### config.mk
export PLATFORM = sky130hd
export DESIGN_NAME = tcp_tx_hdr_arb
export DESIGN_NICKNAME = d
export VERILOG_FILES = /design/src/rtl/tcp_tx_hdr_arb.sv
export SDC_FILE = /design/constraint.sdc
export NUM_CORES = 1
export LEC_CHECK = 0
export ABC_AREA = 1
export CAP_MARGIN = 10
export CORE_AREA = 5 5 285 287
export DETAILED_ROUTE_END_ITERATION = 16
export DIE_AREA = 0 0 290 292
export GPL_TIMING_DRIVEN = 0
export HOLD_SLACK_MARGIN = 0.08
export PLACE_DENSITY = 0.55
export SLEW_MARGIN = 20
export SYNTH_ARGS = -nofsm -noshare
export SYNTH_HDL_FRONTEND = slang
export SYNTH_SLANG_ARGS = --single-unit
### constraint.sdc
create_clock -name clk -period 2.21 [get_ports clk]
set_input_delay 0.5525 -clock clk [delete_from_list [all_inputs] [get_ports clk]]
set_output_delay 0.5525 -clock clk [all_outputs]
set_load 0.03 [all_outputs]
### src/rtl/tcp_tx_hdr_arb.sv
// Two-source TCP TX header arbiter with a registered single-entry output slice.
// Optional statistics counters are compiled in with TCP_TX_ARB_STATS_EN.

`ifndef IP_ADDR_WIDTH
`define IP_ADDR_WIDTH 32
`endif
`ifndef TCP_HEADER_WIDTH
`define TCP_HEADER_WIDTH 160
`endif
`ifndef PAYLOAD_BUF_ENTRY_ADDR_WIDTH
`define PAYLOAD_BUF_ENTRY_ADDR_WIDTH 16
`endif
`ifndef PAYLOAD_BUF_ENTRY_LEN_WIDTH
`define PAYLOAD_BUF_ENTRY_LEN_WIDTH 16
`endif

module tcp_tx_hdr_arb #(
  parameter int unsigned SYN_BURST_MAX = 4,
  parameter int unsigned STREAK_W      = $clog2(SYN_BURST_MAX + 1)
) (
  input  logic                                     clk,
  input  logic                                     rst_n,

  input  logic                                     syn_ack_val,
  output logic                                     syn_ack_rdy,
  input  logic [`IP_ADDR_WIDTH-1:0]                syn_ack_src_ip,
  input  logic [`IP_ADDR_WIDTH-1:0]                syn_ack_dst_ip,
  input  logic [`TCP_HEADER_WIDTH-1:0]             syn_ack_hdr,

  input  logic                                     app_tx_val,
  output logic                                     app_tx_rdy,
  input  logic [`IP_ADDR_WIDTH-1:0]                app_tx_src_ip,
  input  logic [`IP_ADDR_WIDTH-1:0]                app_tx_dst_ip,
  input  logic [`TCP_HEADER_WIDTH-1:0]             app_tx_hdr,
  input  logic [`PAYLOAD_BUF_ENTRY_ADDR_WIDTH-1:0] app_tx_payload_addr,
  input  logic [`PAYLOAD_BUF_ENTRY_LEN_WIDTH-1:0]  app_tx_payload_len,

  output logic                                     tcp_parser_tx_val,
  input  logic                                     parser_tcp_tx_rdy,
  output logic [`IP_ADDR_WIDTH-1:0]                tcp_parser_tx_src_ip,
  output logic [`IP_ADDR_WIDTH-1:0]                tcp_parser_tx_dst_ip,
  output logic [`TCP_HEADER_WIDTH-1:0]             tcp_parser_tx_tcp_hdr,
  output logic [`PAYLOAD_BUF_ENTRY_ADDR_WIDTH-1:0] tcp_parser_tx_payload_addr,
  output logic [`PAYLOAD_BUF_ENTRY_LEN_WIDTH-1:0]  tcp_parser_tx_payload_len,
  output logic                                     tcp_parser_tx_src
`ifdef TCP_TX_ARB_STATS_EN
  ,
  output logic [31:0]                              stat_syn_grants,
  output logic [31:0]                              stat_app_grants,
  output logic [31:0]                              stat_forced_app
`endif
);

  localparam logic [STREAK_W-1:0] BURST_MAX = STREAK_W'(SYN_BURST_MAX);

  logic                load_en;
  logic                grant0;
  logic                grant1;
  logic                burst_full;
  logic [STREAK_W-1:0] streak;

  assign load_en    = ~tcp_parser_tx_val | parser_tcp_tx_rdy;
  assign burst_full = (streak == BURST_MAX);

  always_comb begin
    grant0 = 1'b0;
    grant1 = 1'b0;
    if (load_en) begin
      if (syn_ack_val && app_tx_val) begin
        grant1 = burst_full;
        grant0 = ~burst_full;
      end else begin
        grant0 = syn_ack_val;
        grant1 = app_tx_val;
      end
    end
  end

  assign syn_ack_rdy = grant0;
  assign app_tx_rdy  = grant1;

  always_ff @(posedge clk or negedge rst_n) begin
    if (!rst_n) begin
      tcp_parser_tx_val          <= 1'b0;
      tcp_parser_tx_src          <= 1'b0;
      tcp_parser_tx_src_ip       <= '0;
      tcp_parser_tx_dst_ip       <= '0;
      tcp_parser_tx_tcp_hdr      <= '0;
      tcp_parser_tx_payload_addr <= '0;
      tcp_parser_tx_payload_len  <= '0;
    end else if (load_en) begin
      if (grant0) begin
        tcp_parser_tx_val          <= 1'b1;
        tcp_parser_tx_src          <= 1'b0;
        tcp_parser_tx_src_ip       <= syn_ack_src_ip;
        tcp_parser_tx_dst_ip       <= syn_ack_dst_ip;
        tcp_parser_tx_tcp_hdr      <= syn_ack_hdr;
        tcp_parser_tx_payload_addr <= '0;
        tcp_parser_tx_payload_len  <= '0;
      end else if (grant1) begin
        tcp_parser_tx_val          <= 1'b1;
        tcp_parser_tx_src          <= 1'b1;
        tcp_parser_tx_src_ip       <= app_tx_src_ip;
        tcp_parser_tx_dst_ip       <= app_tx_dst_ip;
        tcp_parser_tx_tcp_hdr      <= app_tx_hdr;
        tcp_parser_tx_payload_addr <= app_tx_payload_addr;
        tcp_parser_tx_payload_len  <= app_tx_payload_len;
      end else begin
        tcp_parser_tx_val <= 1'b0;
      end
    end
  end

  // Streak only counts SYN-ACK wins that actually made the app source wait;
  // a grant 0 with app waiting implies streak < max, so no saturation needed.
  always_ff @(posedge clk or negedge rst_n) begin
    if (!rst_n) begin
      streak <= '0;
    end else if (!app_tx_val || grant1) begin
      streak <= '0;
    end else if (grant0) begin
      streak <= streak + 1'b1;
    end
  end

`ifdef TCP_TX_ARB_STATS_EN
  always_ff @(posedge clk or negedge rst_n) begin
    if (!rst_n) begin
      stat_syn_grants <= '0;
      stat_app_grants <= '0;
      stat_forced_app <= '0;
    end else begin
      if (grant0) stat_syn_grants <= stat_syn_grants + 32'd1;
      if (grant1) stat_app_grants <= stat_app_grants + 32'd1;
      if (grant1 && syn_ack_val && burst_full) stat_forced_app <= stat_forced_app + 32'd1;
    end
  end
`endif

endmodule

==> impl_metrics.csv, run 1 <==
group,metric,value,unit
synth,ys_types,17,
worst_setup_path,path_max_fanout,2,
clock_network,htreeDepth,2,
worst_setup_path,r2r_end,"tcp_parser_tx_tcp_hdr[41]",
floorplanning,dieWidth,290,um
clock_network,cts.clk_slew.worst_paths,60,ps
floorplanning,die_area,84700,sq um
layout,fin_nets,3395,
worst_setup_path,r2r_start,"streak[1]",
detailed_routing,via_per_inst,4.16,
synth,ys_warn_count,0,
clock_network,cts_made_buffers,37,
run_status,status,"finished with violations",
place,preCtsSetupSlack,-1730,ps
detailed_routing,ant_nets,0,
detailed_routing,drt_wl_total,77.0,mm
synth,synthesis.instances,2108,
place,gp_congestion,0.944,
detailed_routing,vias,16570,
sta,tightest_slew,991,ps
sta,hold_violations,0,
detailed_routing,first_pass_iters,8,
global_route,overflow,0,
place,dpl.hpwl,59.9,mm
global_route,grt_pass1_vias,16699,
synth,syn_area_per_cell,6.90,sq um
layout,utilization,0.317,
sta,finalClockSkew,15.1,ps
sta,rsz0062_at_grt,"true",
global_route,grt_use_total,0.173,
floorplanning,core,78400,sq um
sta,fmaxAchievable,420,MHz
detailed_routing,initialDrtViolationCount,905,
worst_setup_path,path_class,"reg2out",
floorplanning,die_y,292,um
worst_setup_path,arrival,1830,ps
place,port_buffers,743,
layout,finalNonFillerCells,3986,
clock_network,cts_tree,"built",
global_route,grt_pass1_wl,111,mm
min_path,min_path_cells,3,
synth,yosys.area.top_type,"dfrtp_1",
synth,synth.area.top_cells,"dfrtp_1, nand2_1, inv_1",
floorplanning,start_util,0.186,
global_route,grt_max_degree,89,
power_and_ir_drop,power_density,748,nW/um^2
layout,fin_area,24900,sq um
power_and_ir_drop,ir_drop,0.000365,V
clock_network,clock_latency,540,ps
detailed_routing,wire_per_inst,19.3,um
worst_setup_path,end_kind,"output port",
worst_setup_path,cp.required,1660,ps
flow_run,max_cap_viol_count,0,
clock_network,clk_path_buf_depth,3,
layout,drive_above_1_share,0.0703,
global_route,antenna_found_initial,10,
worst_setup_path,reg2reg_depth,9,
synth,ys_seq_elements,261,
floorplanning,num_rows,103,
synth,yosysSeqAreaShare,0.449,
worst_setup_path,cp-start-kind,"flop",
run_status,violations,"setup timing",
worst_setup_path,r2r_slack,70,ps
clock_network,cts-root-buf,"clkbuf_16",
place,placed_area,23400,sq um
sta,setup_slack,-170,ps
synth,synth_edf_count,0,
synth,synth_top_area_frac,0.449,
sta,period_needed,2380,ps
detailed_routing,drc,0,
synth,synthArstFlopShare,1.00,
floorplanning,ioPinCount,745,
sta,fin_crit_sh,1.08,
synth,ys.flop_type,"dfrtp_1",
sta,relSlewSlack,0.339,
layout,areaGrowthSynthToFinish,71.1,%
synth,syn-cell-area,14500,sq um
min_path,hp-start,"app_tx_val",
clock_network,cts.sinks,261,
place,dp.cells,3904,
power_and_ir_drop,leakage,13.5,nW
min_path,hp-class,"in2reg",
min_path,hold_path_end,"streak[2]",
sta,holdWs,375,ps
sta,setup_violations,1,
synth,syn_nets,2595,
sta,final_max_slew_viol_count,0,
## critical path, stage by stage (launching register included)
cell	delay, ps
dfrtp_1	360
inv_2	60
ha_4	170
nand2_2	60
nand2_2	70
nand3_4	100
clkinvlp_4	160
buf_8	170
buf_6	130
## logic make-up (layout without fill, tap and decap cells)
family / count (synthesis) / count (layout) / synth area share
flops: 261 / 261 / 0.449
xor+xnor: 1 / 1 / 0.000603
other cells: 0 / 7 / 0
buf+inv: 608 / 1429 / 0.168
simple gates: 1233 / 1233 / 0.379
compound gates: 3 / 3 / 0.00181
fa+ha+maj: 2 / 2 / 0.00172
## layout by cell type (no fill, tap or decap), types with 4 or more instances in the layout
cell,n
nand2_1,776
clkdlybuf4s50_1,643
inv_1,448
dfrtp_1,261
nand4_1,225
nand3_1,225
buf_2,102
dlymetal6s2s_1,56
dlygate4sd2_1,41
clkbuf_16,37
clkbuf_1,30
buf_4,18
buf_1,12
diode_2,7
clkbuf_8,7
clkbuf_2,5
inv_2,4
buf_6,4
clkinv_2,4
## registers in the layout, indices dropped and copies added, names as in the netlist
register	count
streak	3
tcp_parser_tx_dst_ip	32
tcp_parser_tx_tcp_hdr	160
tcp_parser_tx_payload_len	16
tcp_parser_tx_val	1
tcp_parser_tx_src	1
tcp_parser_tx_src_ip	32
tcp_parser_tx_payload_addr	16
## synth_stat cells, types with 2 or more instances
library cell	instances
o21ai_0	2
nand3_4	2
buf_2	105
dfrtp_1	261
nand3_1	226
buf_4	7
clkbuf_1	28
inv_1	453
buf_1	14
nand2_1	778
nand4_1	225
ha_1	2
## through the flow
| step | setup TNS, ps | power (mW) |
|---|---|---|
| 2_1_floorplan | 0 | 9.26 |
| 4_1_cts | -241 | 18.9 |
| 3_3_place_gp | -3268320 | 12.9 |
| 5_1_grt | -322 | 19.5 |
| 6_report | -170 | 18.6 |
| 3_5_place_dp | -131750 | 12.9 |
## per-layer routing
metal	vias to the layer above	part of all wire	track usage
met3	113	0.069	0.0412
met5	-	0	0
met4	0	0.032	0.0563
met1	7733	0.42	0.214
li1	8087	-	-
met2	637	0.48	0.296
## cell type report
| cell class | instances | area [sq um] |
|---|---|---|
| Fill cell | 8568 | 53500 |
| Timing Repair Buffer | 762 | 7740 |
| Sequential cell | 261 | 6530 |
| Multi-Input combinational cell | 1239 | 5600 |
| Inverter | 454 | 1710 |
| Tap cell | 1050 | 1310 |
| Clock buffer | 51 | 1050 |
| Buffer | 153 | 802 |
| Clock inverter | 9 | 104 |
| Antenna cell | 7 | 17.5 |
## what timing repair did
item	in CTS	in global routing
pin swaps	3	3
hold buffers	1	0
endpoints found under the hold margin	42	0
buffers inserted	13	2
gates resized for setup	84	72
endpoints found under the setup margin	190	99
cloned	0	0
## where the power goes
part           internal [mW]  switching [mW]  total (mW)
clock                   3.52            2.37        5.89
sequential              5.56           0.457        6.02
combinational           2.70            4.00        6.70
total                   11.8            6.82        18.6
## worst max-delay path by stage
stage / start / endpoint / slack [ps] / depth (start not counted)
finish: streak[1] / app_tx_rdy / -170 / 8
global route: streak[1] / app_tx_rdy / -270 / 8
CTS: streak[1] / app_tx_rdy / -240 / 8
detailed placement: parser_tcp_tx_rdy / app_tx_rdy / -1730 / 8
global placement: rst_n / tcp_parser_tx_tcp_hdr[83] / -12060 / 1
floorplan: app_tx_val / syn_ack_rdy / 210 / 6
Power figures use the tool's default switching activity.
==> run 2: changes to the inputs <==
--- a/config.mk
+++ b/config.mk
@@ -6,8 +6,9 @@
 export NUM_CORES = 1
 export LEC_CHECK = 0
 export ABC_AREA = 1
-export CAP_MARGIN = 10
+export CAP_MARGIN = 20
 export CORE_AREA = 5 5 285 287
+export CTS_BUF_LIST = sky130_fd_sc_hd__clkbuf_8 sky130_fd_sc_hd__clkbuf_16
 export DETAILED_ROUTE_END_ITERATION = 16
 export DIE_AREA = 0 0 290 292
 export GPL_TIMING_DRIVEN = 0
==> run 2 against run 1 <==
Compared with the run above:
- the flow still finishes with violations (setup timing)
- fmax is 0.42% higher
- critical path depth is the same
- final area stayed put
- global-route usage unchanged
- die area unchanged
- total power decreased by 0.17%
- flip-flop and latch count unchanged
- clock skew about the same
- combinational power about the same
- largest power group unchanged
==> impl_metrics.csv, run 2 (same netlist as run 1, synthesis figures left out) <==
group,metric,value,unit
worst_setup_path,critical-path-max-stage-delay,360,ps
sta,setup_violations,1,
clock_network,htreeDepth,2,
layout,utilization,0.317,
floorplanning,num_rows,103,
floorplanning,dieWidth,290,um
global_route,grt_max_degree,89,
power_and_ir_drop,power_density,747,nW/um^2
clock_network,clk_path_buf_depth,3,
sta,rsz0062_at_grt,"true",
place,gp_congestion,0.944,
clock_network,cts_made_buffers,37,
layout,largest-register,"tcp_parser_tx_tcp_hdr",
worst_setup_path,r2r_slack,100,ps
clock_network,cts_tree,"built",
place,port_buffers,743,
detailed_routing,wire_per_inst,19.3,um
worst_setup_path,r2r_start,"tcp_parser_tx_val",
place,dp.cells,3904,
layout,largest_reg_flops,160,
floorplanning,start_util,0.186,
sta,period_needed,2370,ps
global_route,overflow,0,
worst_setup_path,crit_chain,"inv_2 -> ha_4 -> nand2_2 -> nand2_2 -> nand3_4 -> clkinvlp_4 -> buf_8 -> buf_6",
power_and_ir_drop,ir_drop,0.000363,V
min_path,hp-class,"in2reg",
run_status,status,"finished with violations",
power_and_ir_drop,leakage,13.5,nW
sta,relSlewSlack,0.335,
sta,final_max_slew_viol_count,0,
sta,tns,-160,ps
worst_setup_path,end_kind,"output port",
detailed_routing,via_per_inst,4.16,
min_path,min_path_cells,3,
global_route,grt_pass1_vias,16699,
detailed_routing,first_pass_iters,6,
global_route,grt_use_total,0.173,
detailed_routing,ant_nets,0,
run_status,violations,"setup timing",
clock_network,cts-root-buf,"clkbuf_16",
layout,largestRegisters,"tcp_parser_tx_tcp_hdr: 160 flops, tcp_parser_tx_dst_ip: 32 flops, tcp_parser_tx_src_ip: 32 flops",
layout,drive_above_1_share,0.0703,
place,dpl.hpwl,59.9,mm
sta,setup_slack,-160,ps
worst_setup_path,slowest_stage,"dfrtp_1",
layout,areaGrowthSynthToFinish,71.1,%
worst_setup_path,path_class,"reg2out",
layout,fin_area,24900,sq um
layout,mostFrequentLayoutCells,"nand2_1, clkdlybuf4s50_1, inv_1",
floorplanning,ioPinCount,745,
sta,finalClockSkew,15.0,ps
worst_setup_path,cp.required,1660,ps
sta,fin_crit_sh,1.07,
sta,tightest_slew,998,ps
global_route,antenna_found_initial,10,
layout,final_common_cell,"nand2_1",
worst_setup_path,crit_start,"streak[1]",
detailed_routing,drc,0,
sta,hold_violations,0,
sta,holdWs,378,ps
sta,fmaxAchievable,422,MHz
worst_setup_path,cp-start-kind,"flop",
clock_network,cts.sinks,261,
layout,finalNonFillerCells,3986,
worst_setup_path,path_max_fanout,2,
place,placed_area,23400,sq um
min_path,hp-start,"app_tx_val",
detailed_routing,vias,16577,
detailed_routing,initialDrtViolationCount,906,
place,preCtsSetupSlack,-1730,ps
flow_run,max_cap_viol_count,0,
clock_network,cts.clk_slew.worst_paths,60,ps
detailed_routing,drt_wl_total,77.0,mm
worst_setup_path,reg2reg_depth,7,
layout,fin_nets,3395,
worst_setup_path,arrival,1820,ps
worst_setup_path,r2r_end,"tcp_parser_tx_tcp_hdr[41]",
global_route,grt_pass1_wl,111,mm
floorplanning,core,78400,sq um
min_path,hold_path_end,"streak[2]",
floorplanning,die_area,84700,sq um
floorplanning,die_y,292,um
worst_setup_path,path_common_cell,"nand2_2",
clock_network,clock_latency,540,ps
power_and_ir_drop,finalPower,18.6,mW
-- run 2: cell types whose count changed in the layout (fill, tap and decap cells not counted) --
cell / previous run / this run
clkbuf_1: 30 / 23
inv_1: 448 / 455
-- run 2: area by class of cell --
class / instances / area (sq um)
clock buffer: 44 / 1020
fill: 8568 / 53500
clock inverter: 16 / 130
antenna: 7 / 17.5
inverter: 454 / 1710
buffer: 153 / 802
tap: 1050 / 1310
multi-input combinational: 1239 / 5600
sequential: 261 / 6530
timing repair buffer: 762 / 7740
-- run 2: worst max-delay path by stage --
| stage | end | slack, ps | cells after the start |
|---|---|---|---|
| floorplan | syn_ack_rdy | 210 | 6 |
| global placement | tcp_parser_tx_tcp_hdr[83] | -12060 | 1 |
| detailed placement | app_tx_rdy | -1730 | 8 |
| CTS | app_tx_rdy | -240 | 8 |
| global route | app_tx_rdy | -270 | 8 |
| finish | app_tx_rdy | -160 | 8 |
-- run 2: what timing repair did --
| action | 4_1_cts | 5_1_grt |
|---|---|---|
| resized for setup | 84 | 72 |
| setup buffers | 13 | 2 |
| gates cloned | 0 | 0 |
| endpoints found under the hold margin | 42 | 0 |
| endpoints found under the setup margin | 190 | 99 |
| pin swaps | 3 | 3 |
| hold buffers | 1 | 0 |
-- run 2: where the power goes --
part | total (mW) | switching [mW] | internal [mW]
sequential | 6.02 | 0.457 | 5.56
clock | 5.86 | 2.37 | 3.49
combinational | 6.70 | 4.00 | 2.70
total | 18.6 | 6.82 | 11.8
-- run 2: worst max-delay path, delay by kind of cell (launching register included) --
| kind | cells | cell delay, ps |
|---|---|---|
| flip-flops | 1 | 360 |
| adder cells (fa/ha/maj) | 1 | 170 |
| buffers and inverters | 4 | 520 |
| AND/OR/NAND/NOR | 3 | 230 |
-- run 2: metal layers --
metal	share of wire	up-vias	GRT usage	routed length, um
met5	0	-	0	0
met4	0.033	0	0.0563	2560
met3	0.069	119	0.0412	5340
met2	0.48	645	0.296	37100
met1	0.42	7727	0.214	32000
li1	-	8086	-	-
